## config.mk

```make
export PLATFORM = sky130hd
export DESIGN_NAME = div_controller
export DESIGN_NICKNAME = d
export VERILOG_FILES = /design/src/rtl/div_controller.sv
export SDC_FILE = /design/constraint.sdc
export NUM_CORES = 1
export LEC_CHECK = 0
export CAP_MARGIN = 20
export CORE_ASPECT_RATIO = 1.5
export CORE_MARGIN = 5
export CORE_UTILIZATION = 40
export DETAILED_ROUTE_END_ITERATION = 7
export PLACE_DENSITY_LB_ADDON = 0.3
export SLEW_MARGIN = 30
export SYNTH_ARGS = -nofsm -noshare
export SYNTH_HDL_FRONTEND = slang
export SYNTH_SLANG_ARGS = --single-unit
```

## constraint.sdc

```tcl
create_clock -name clock -period 6.36 [get_ports clock]
set_input_delay 1.272 -clock clock [delete_from_list [all_inputs] [get_ports clock]]
set_output_delay 1.272 -clock clock [all_outputs]
set_load 0.01 [all_outputs]
```

## src/rtl/div_controller.sv

```systemverilog
// -----------------------------------------------------------------------------
// div_controller
//   Sequential 32-bit divider: one non-restoring step per clock, giving a
//   fixed latency of 33 edges from the accepted start to the result register.
//   A zero divisor completes on the first edge after the start and raises
//   data_exception.
//
//   Configuration macro: DIV_SIGNED_EN
//     defined   -> operands are two's complement. Magnitudes are divided, and
//                  the quotient is negated when the operand signs differ.
//     undefined -> operands are unsigned and the quotient is never negated.
//   Latency and handshake are the same in both builds.
//
// Ports
//   clock          in   1  sole clock, rising edge
//   reset_n        in   1  asynchronous active-low reset
//   ctrl_div       in   1  start request; accepted in every state (restarts)
//   data_operandA  in  32  dividend, captured on an accepted start
//   data_operandB  in  32  divisor, captured on an accepted start
//   data_result    out 32  registered quotient
//   data_exception out  1  registered divide-by-zero flag
//   data_resultRDY out  1  high for exactly the DONE cycle
// -----------------------------------------------------------------------------
module div_controller (
    input  logic        clock,
    input  logic        reset_n,
    input  logic        ctrl_div,
    input  logic [31:0] data_operandA,
    input  logic [31:0] data_operandB,
    output logic [31:0] data_result,
    output logic        data_exception,
    output logic        data_resultRDY
);

    typedef enum logic [1:0] {
        IDLE = 2'd0,
        RUN  = 2'd1,
        FIX  = 2'd2,
        DONE = 2'd3
    } state_t;

    state_t      state_r;
    state_t      state_next_s;

    logic [63:0] rq_r;          // {partial remainder, dividend/quotient}
    logic [5:0]  count_r;
    logic        prev_msb_r;    // sign of the partial remainder
    logic [31:0] divisor_r;     // latched |B|
    logic        neg_result_r;  // operand signs differed

    logic [31:0] mag_a_s;
    logic [31:0] mag_b_s;
    logic        start_neg_s;
    logic [32:0] shifted_s;
    logic [32:0] sum_s;
    logic        new_sign_s;
    logic [63:0] rq_step_s;
    logic        divisor_zero_s;
    logic [31:0] quotient_s;

    // Two's-complement magnitude of a 32-bit value.
    function automatic logic [31:0] magnitude(input logic [31:0] value);
        magnitude = value[31] ? (~value + 32'd1) : value;
    endfunction

    // Conditional two's-complement negation.
    function automatic logic [31:0] apply_sign(input logic [31:0] value,
                                               input logic        negate);
        apply_sign = negate ? (~value + 32'd1) : value;
    endfunction

    // Operand conditioning for a start request.
    always_comb begin
`ifdef DIV_SIGNED_EN
        mag_a_s     = magnitude(data_operandA);
        mag_b_s     = magnitude(data_operandB);
        start_neg_s = data_operandA[31] ^ data_operandB[31];
`else
        mag_a_s     = data_operandA;
        mag_b_s     = data_operandB;
        start_neg_s = 1'b0;
`endif
    end

    // One non-restoring step. The sign flag is kept as a 33rd remainder bit,
    // so divisors with bit 31 set (up to 0xFFFFFFFF) still give a correct
    // sign. Arithmetic is modulo 2^33. This is exact because every
    // post-add remainder lies in [-|B|, |B|).
    always_comb begin
        shifted_s      = {rq_r[63:32], rq_r[31]};
        if (prev_msb_r) begin
            sum_s = shifted_s + {1'b0, divisor_r};
        end else begin
            sum_s = shifted_s - {1'b0, divisor_r};
        end
        new_sign_s     = sum_s[32];
        rq_step_s      = {sum_s[31:0], rq_r[30:0], ~new_sign_s};
        divisor_zero_s = (divisor_r == 32'd0);
        quotient_s     = apply_sign(rq_r[31:0], neg_result_r);
    end

    // Next-state logic; a start request overrides every state.
    always_comb begin
        state_next_s = state_r;
        if (ctrl_div) begin
            state_next_s = RUN;
        end else begin
            case (state_r)
                IDLE: state_next_s = IDLE;
                RUN: begin
                    if (divisor_zero_s) begin
                        state_next_s = DONE;
                    end else if (count_r == 6'd31) begin
                        state_next_s = FIX;
                    end else begin
                        state_next_s = RUN;
                    end
                end
                FIX:     state_next_s = DONE;
                DONE:    state_next_s = IDLE;
                default: state_next_s = IDLE;
            endcase
        end
    end

    // State register.
    always_ff @(posedge clock or negedge reset_n) begin
        if (!reset_n) begin
            state_r <= IDLE;
        end else begin
            state_r <= state_next_s;
        end
    end

    // Division datapath: load on start, step while in RUN.
    always_ff @(posedge clock or negedge reset_n) begin
        if (!reset_n) begin
            rq_r         <= 64'd0;
            count_r      <= 6'd0;
            prev_msb_r   <= 1'b0;
            divisor_r    <= 32'd0;
            neg_result_r <= 1'b0;
        end else if (ctrl_div) begin
            rq_r         <= {32'd0, mag_a_s};
            count_r      <= 6'd0;
            prev_msb_r   <= 1'b0;
            divisor_r    <= mag_b_s;
            neg_result_r <= start_neg_s;
        end else if ((state_r == RUN) && !divisor_zero_s) begin
            rq_r         <= rq_step_s;
            count_r      <= count_r + 6'd1;
            prev_msb_r   <= new_sign_s;
        end
    end

    // Result registers: written only when an operation actually completes,
    // so an abort leaves the previous result intact.
    always_ff @(posedge clock or negedge reset_n) begin
        if (!reset_n) begin
            data_result    <= 32'd0;
            data_exception <= 1'b0;
        end else if (!ctrl_div && (state_r == FIX)) begin
            data_result    <= quotient_s;
            data_exception <= 1'b0;
        end else if (!ctrl_div && (state_r == RUN) && divisor_zero_s) begin
            data_result    <= 32'd0;
            data_exception <= 1'b1;
        end
    end

    // Ready flag: registered copy of "state is DONE".
    always_ff @(posedge clock or negedge reset_n) begin
        if (!reset_n) begin
            data_resultRDY <= 1'b0;
        end else begin
            data_resultRDY <= (state_next_s == DONE);
        end
    end

endmodule
```

# Yosys cells after proc, flatten, opt, wreduce, memory -nomap -nowiden
# Index checks and enable logic that the tools add are counted.
# totals
ff_bits	139
word_cells	43
in_bits	67
output_inout_bits	34
# op_classes
bitwise_logic	1
reduce_logical	11
n_mux	15
addsub	3
eq_ne	5
# op_table
operator	count
64-bit two-way mux	2
32-bit two-way mux	2
33-bit by 32-bit adder with 33-bit output	1
33-bit two-way mux	1
33-bit by 32-bit subtractor with 33-bit output	1
32-bit zero test	1
6-bit two-way mux	2
6-bit by 1-bit adder with 6-bit output (second input constant)	1
2-bit equality test (second input constant)	3
6-bit by 5-bit equality test with 1-bit output (second input constant)	1
2-bit two-way mux	3
2-bit case mux with 3 select lines	1
1-bit logical AND	4
1-bit two-way mux	4
2-bit nonzero test	2
2-bit by 1-bit equality test with 1-bit output (second input constant)	1
1-bit zero test	2
2-bit zero test	1
2-bit OR reduction	1
1-bit inverter	1

# Logic depth before layout (Yosys ltp)
# logic_depth
word_depth	6
depth_mapped	17
ltp_nobuf	16

# Worst setup path before layout
# No wires, ideal clock.
# synth_timing
path_type	flip-flop to flip-flop
from	reg divisor_r[13]
to	reg prev_msb_r
t_required_ns	6.282
path_stages_with_launch	17
t_arrival_ns	4.148
period_less_slack_ns	4.226
setup_ns	0.078
path_buffers	1
setup_slack_ns	2.134
cell_sequence	dfrtp_1 or4_4 or3_4 nor3_1 nand2_1 nor3b_1 a21oi_1 xor2_1 ha_1 clkbuf_1 nand4_1 or4_1 nand2b_1 mux2_2 nand2_1 or3_1 a21oi_1
# synth_between
elab_chain_len	4
elab_cells_between_ends	9
cone_classes	add/sub: 2; mux: 3; reduce/logical: 4
# synth_rtl
element	line	text
from (decl)	48	logic [31:0] divisor_r;
from (signal assigned)	147	divisor_r <= mag_b_s;
33-bit by 32-bit subtractor with 33-bit output (tied with other cells)	94	sum_s = shifted_s - {1'b0, divisor_r};
33-bit two-way mux or 1-bit zero test (tied branches)	91, 149	
1-bit two-way mux or 1-bit logical AND (tied branches)	149	end else if ((state_r == RUN) && !divisor_zero_s) begin
1-bit two-way mux or 2-bit nonzero test (tied branches)	--	
to (signal assigned)	152	prev_msb_r <= new_sign_s;
to (decl)	47	logic prev_msb_r;
# Several ways; a longest one is shown, not always the timed one. The select of a mux whose other input is x is not followed.
# A chain may end at the register's enable or synchronous reset.

# Worst setup path after layout
# Ends and elaborated chain as after synthesis.

==> reports/summary.txt <==
Congestion Overflow GR = 0
Clock sink count = 139
Synth async-reset ratio = 1.00
Post-CTS Setup Repair Bufs = 0
Pleak = 4.52 nW
Fin crit share = 0.726
Drt total wl = 20.1 mm
Gr usage total = 0.178
Met3 usage = 0.0256
Area growth, synth to finish = 21.9%
WS Path Type = reg -> reg
Area leader, netlist = dfrtp_1
Vias in the first global route = 6,990
Setup TNS = 0 ps
IO Pins = 101
Mapped cell area = 0.00807 mm^2
Slew HR = 0.416
Critical path buffers and inverters = 0
CTS Hold Bufs = 0
Detailed Routing Iterations Pass 1 = 4
Layout cell share with drive strength beyond 1 = 0.0844
Max H-tree Level = 4
Global-route wire length before repair = 33.9 mm
Clock slew at reported path FFs = 60 ps
Count of cell types in the netlist = 60
Fin cells = 1,196
Initial antenna violation count = 0
Drt wl/cell = 16.8 um
Post-Synthesis Cells = 843
CP startpoint kind = flop
Horiz. Die Dim = 126 um
Dpl cell area = 0.00921 mm^2
Placed Cells = 1,163
Clock skew = 6.76 ps
Vias/cell = 5.50
Met2 GRT Util = 0.329
Pre-CTS setup slack = 1860 ps
Buffers on Ports = 100
Power density over the cells = 403 mW/mm^2
EDFF count, synth = 0
Final worst slack = 1740 ps
Max Fclk = 0.217 GHz
Placement Rows = 63
Layout net count = 1,026
DR DRC count = 0
Number of warning messages in the yosys log = 0
Core footprint = 0.0198 mm^2
Cell family with most CP delay = simple AND/OR/NAND/NOR gates
Clock Root Buffer = clkbuf_16
Final Slew Violations = 0
Min-delay worst type = reg -> reg
Critical path arrival = 4960 ps
Initial core utilization = 0.408
CTS tree = yes
Hold Violations, Final = 0
Routed Antenna Nets = 0
RSZ-0062 raised after global routing = no
Antenna cells = 0
Resize count post-CTS = 0
Clk buf depth = 2
Yosys reg bits = 139
TritonCTS Buffers = 17
Total number of vias = 6,574
DR iter-0 viols = 352
Final Cell Area = 0.00983 mm^2
CP Data Required Time = 6700 ps
Worst-margin pin slew = 874 ps
Slowest-stage cell, CP = or4_1
Dpl hpwl = 14.3 mm
Die area = 0.0232 mm^2
Syn_area_per_cell = 9.57 um^2
Die H = 184 um
Crit-path max cell delay = 590 ps
Gr busiest metal = met2
Placer congestion estimate = 0.946
Register area share after synthesis = 0.431
Status = finished, final reports clean
Post-synth top area share = 0.431
VDD IR-drop max = 0.194 mV
Max cap viols = 0
Largest net degree at the start of global routing = 90
Crit. End Element = flop
Met1 usage = 0.199
Synth area leaders = dfrtp_1 43%, ha_1 5.4%, nand2_1 4.9%
CP cell instances = or4_4 -> or3_4 -> nor3_1 -> nand2_1 -> nor3b_1 -> a21oi_1 -> xor2_1 -> ha_1 -> nand4_1 -> or4_1 -> nand2b_1 -> mux2_2 -> nand2_1 -> or3_1 -> a21oi_1
Hold_ws = 502 ps
Setup violations, final = 0
Crit-path max FO = 8
Worst-Skew Late Latency = 420 ps
Syn_nets = 946
Top_reg_cell synth = dfrtp_1
Min Tclk post-route = 4620 ps
[cells in the mapped netlist (3+ instances only)]
library cell,number
a211oi_1,4
a21o_1,18
a21oi_1,70
a22o_1,32
a31oi_1,8
and3_1,7
and4_1,4
buf_2,5
buf_4,3
buf_6,7
clkbuf_1,31
dfrtp_1,139
ha_1,35
inv_1,20
mux2_2,29
mux2i_1,33
nand2_1,105
nand2b_1,10
nand3_1,17
nand4_1,11
nor2_1,44
nor2b_1,5
nor3_1,13
nor3b_1,7
nor4_1,11
o211ai_1,3
o21a_1,6
o21ai_0,61
o21bai_1,3
o22ai_1,8
or3_1,7
xnor2_1,10
xor2_1,45
[layer usage]
| metal | vias up | routed length [um] |
|---|---|---|
| li1 | 3194 | - |
| met1 | 3221 | 8200 |
| met2 | 121 | 10700 |
| met3 | 38 | 578 |
| met4 | 0 | 641 |
| met5 | - | 0 |
[worst register-to-register path, delay by kind of cell (launching register included)]
family | cells | cell delay, ps
and+or+nand+nor | 10 | 3080
DFF | 1 | 440
adders and majority gates | 1 | 410
AOI/OAI and AO/OA | 2 | 280
muxes | 1 | 170
xor gates and xnor gates | 1 | 160
[through the flow]
| stage | utilization | power (mW) |
|---|---|---|
| after floorplan | - | 2.50 |
| after global placement | 0.466 | 2.93 |
| after detailed placement | 0.466 | 2.95 |
| after CTS | 0.495 | 3.98 |
| after global routing | 0.497 | 4.27 |
| final | 0.497 | 3.96 |
[sequential cells by signal, summed over array words and instances (netlist names)]
| name | count |
|---|---|
| prev_msb_r | 1 |
| data_result | 32 |
| count_r | 6 |
| data_resultRDY | 1 |
| divisor_r | 32 |
| rq_r | 64 |
| state_r | 2 |
| data_exception | 1 |
[power by group]
part	switching, mW	leakage (nW)	total (mW)	internal, mW
logic	1.05	2.49	1.82	0.767
clock network	0.423	0.278	1.01	0.587
registers	0.107	1.75	1.13	1.03
total	1.58	4.52	3.96	2.38
[worst paths after layout]
| path | cells after the start | to | slack [ps] | start |
|---|---|---|---|---|
| min in group asynchronous | 1 | divisor_r[9]$_DFFE_PN0P_ | 890 | reset_n |
| worst max-delay path | 15 | prev_msb_r$_DFFE_PN0P_ | 1740 | divisor_r[13]$_DFFE_PN0P_ |
| worst max register to register | 15 | prev_msb_r$_DFFE_PN0P_ | 1740 | divisor_r[13]$_DFFE_PN0P_ |
| worst min-delay path | 1 | data_result[13]$_DFFE_PN0P_ | 500 | data_result[13]$_DFFE_PN0P_ |
| worst min register to register | 1 | data_result[13]$_DFFE_PN0P_ | 500 | data_result[13]$_DFFE_PN0P_ |
| max in group asynchronous | 2 | data_result[14]$_DFFE_PN0P_ | 4210 | reset_n |
[kinds of logic after synthesis]
kind of cell | count (synthesis) | synth area share
flops | 139 | 0.431
mux | 62 | 0.0814
buf+inv | 68 | 0.0403
compound gates | 230 | 0.178
xor+xnor | 55 | 0.0597
fa+ha+maj | 36 | 0.0568
simple gates | 253 | 0.152
[cells in the final DEF (no fill, tap or decap), types with 3 or more instances in the layout]
cell and count:
o211ai_1 3, a22o_1 32, nand2b_1 10, clkdlybuf4s50_1 98
nand4_1 11, or3_1 7, nor3b_1 7, dfrtp_1 139
mux2i_1 33, a211oi_1 4, xor2_1 45, xnor2_1 10
and3_1 7, nor3_1 13, o22ai_1 8, and4_1 4
inv_1 20, o21bai_1 3, nor4_1 11, mux2_2 29
nor2b_1 4, ha_1 35, a31oi_1 8, nand3_1 17
o21a_1 6, nor2_1 43, inv_6 4, a21o_1 18
clkbuf_16 17, a21oi_1 70, o21ai_0 61, clkinvlp_4 4
buf_4 9, nand2_1 105
[area by class of cell]
class                           count  area, um^2
Clock inverter                     14         161
Multi-Input combinational cell    636        4270
Fill cell                        1913        9960
Inverter                           20        75.1
Sequential cell                   139        3480
Clock buffer                       18         429
Tap cell                          260         325
Timing Repair Buffer              109        1090
Power figures use the tool's default switching activity.
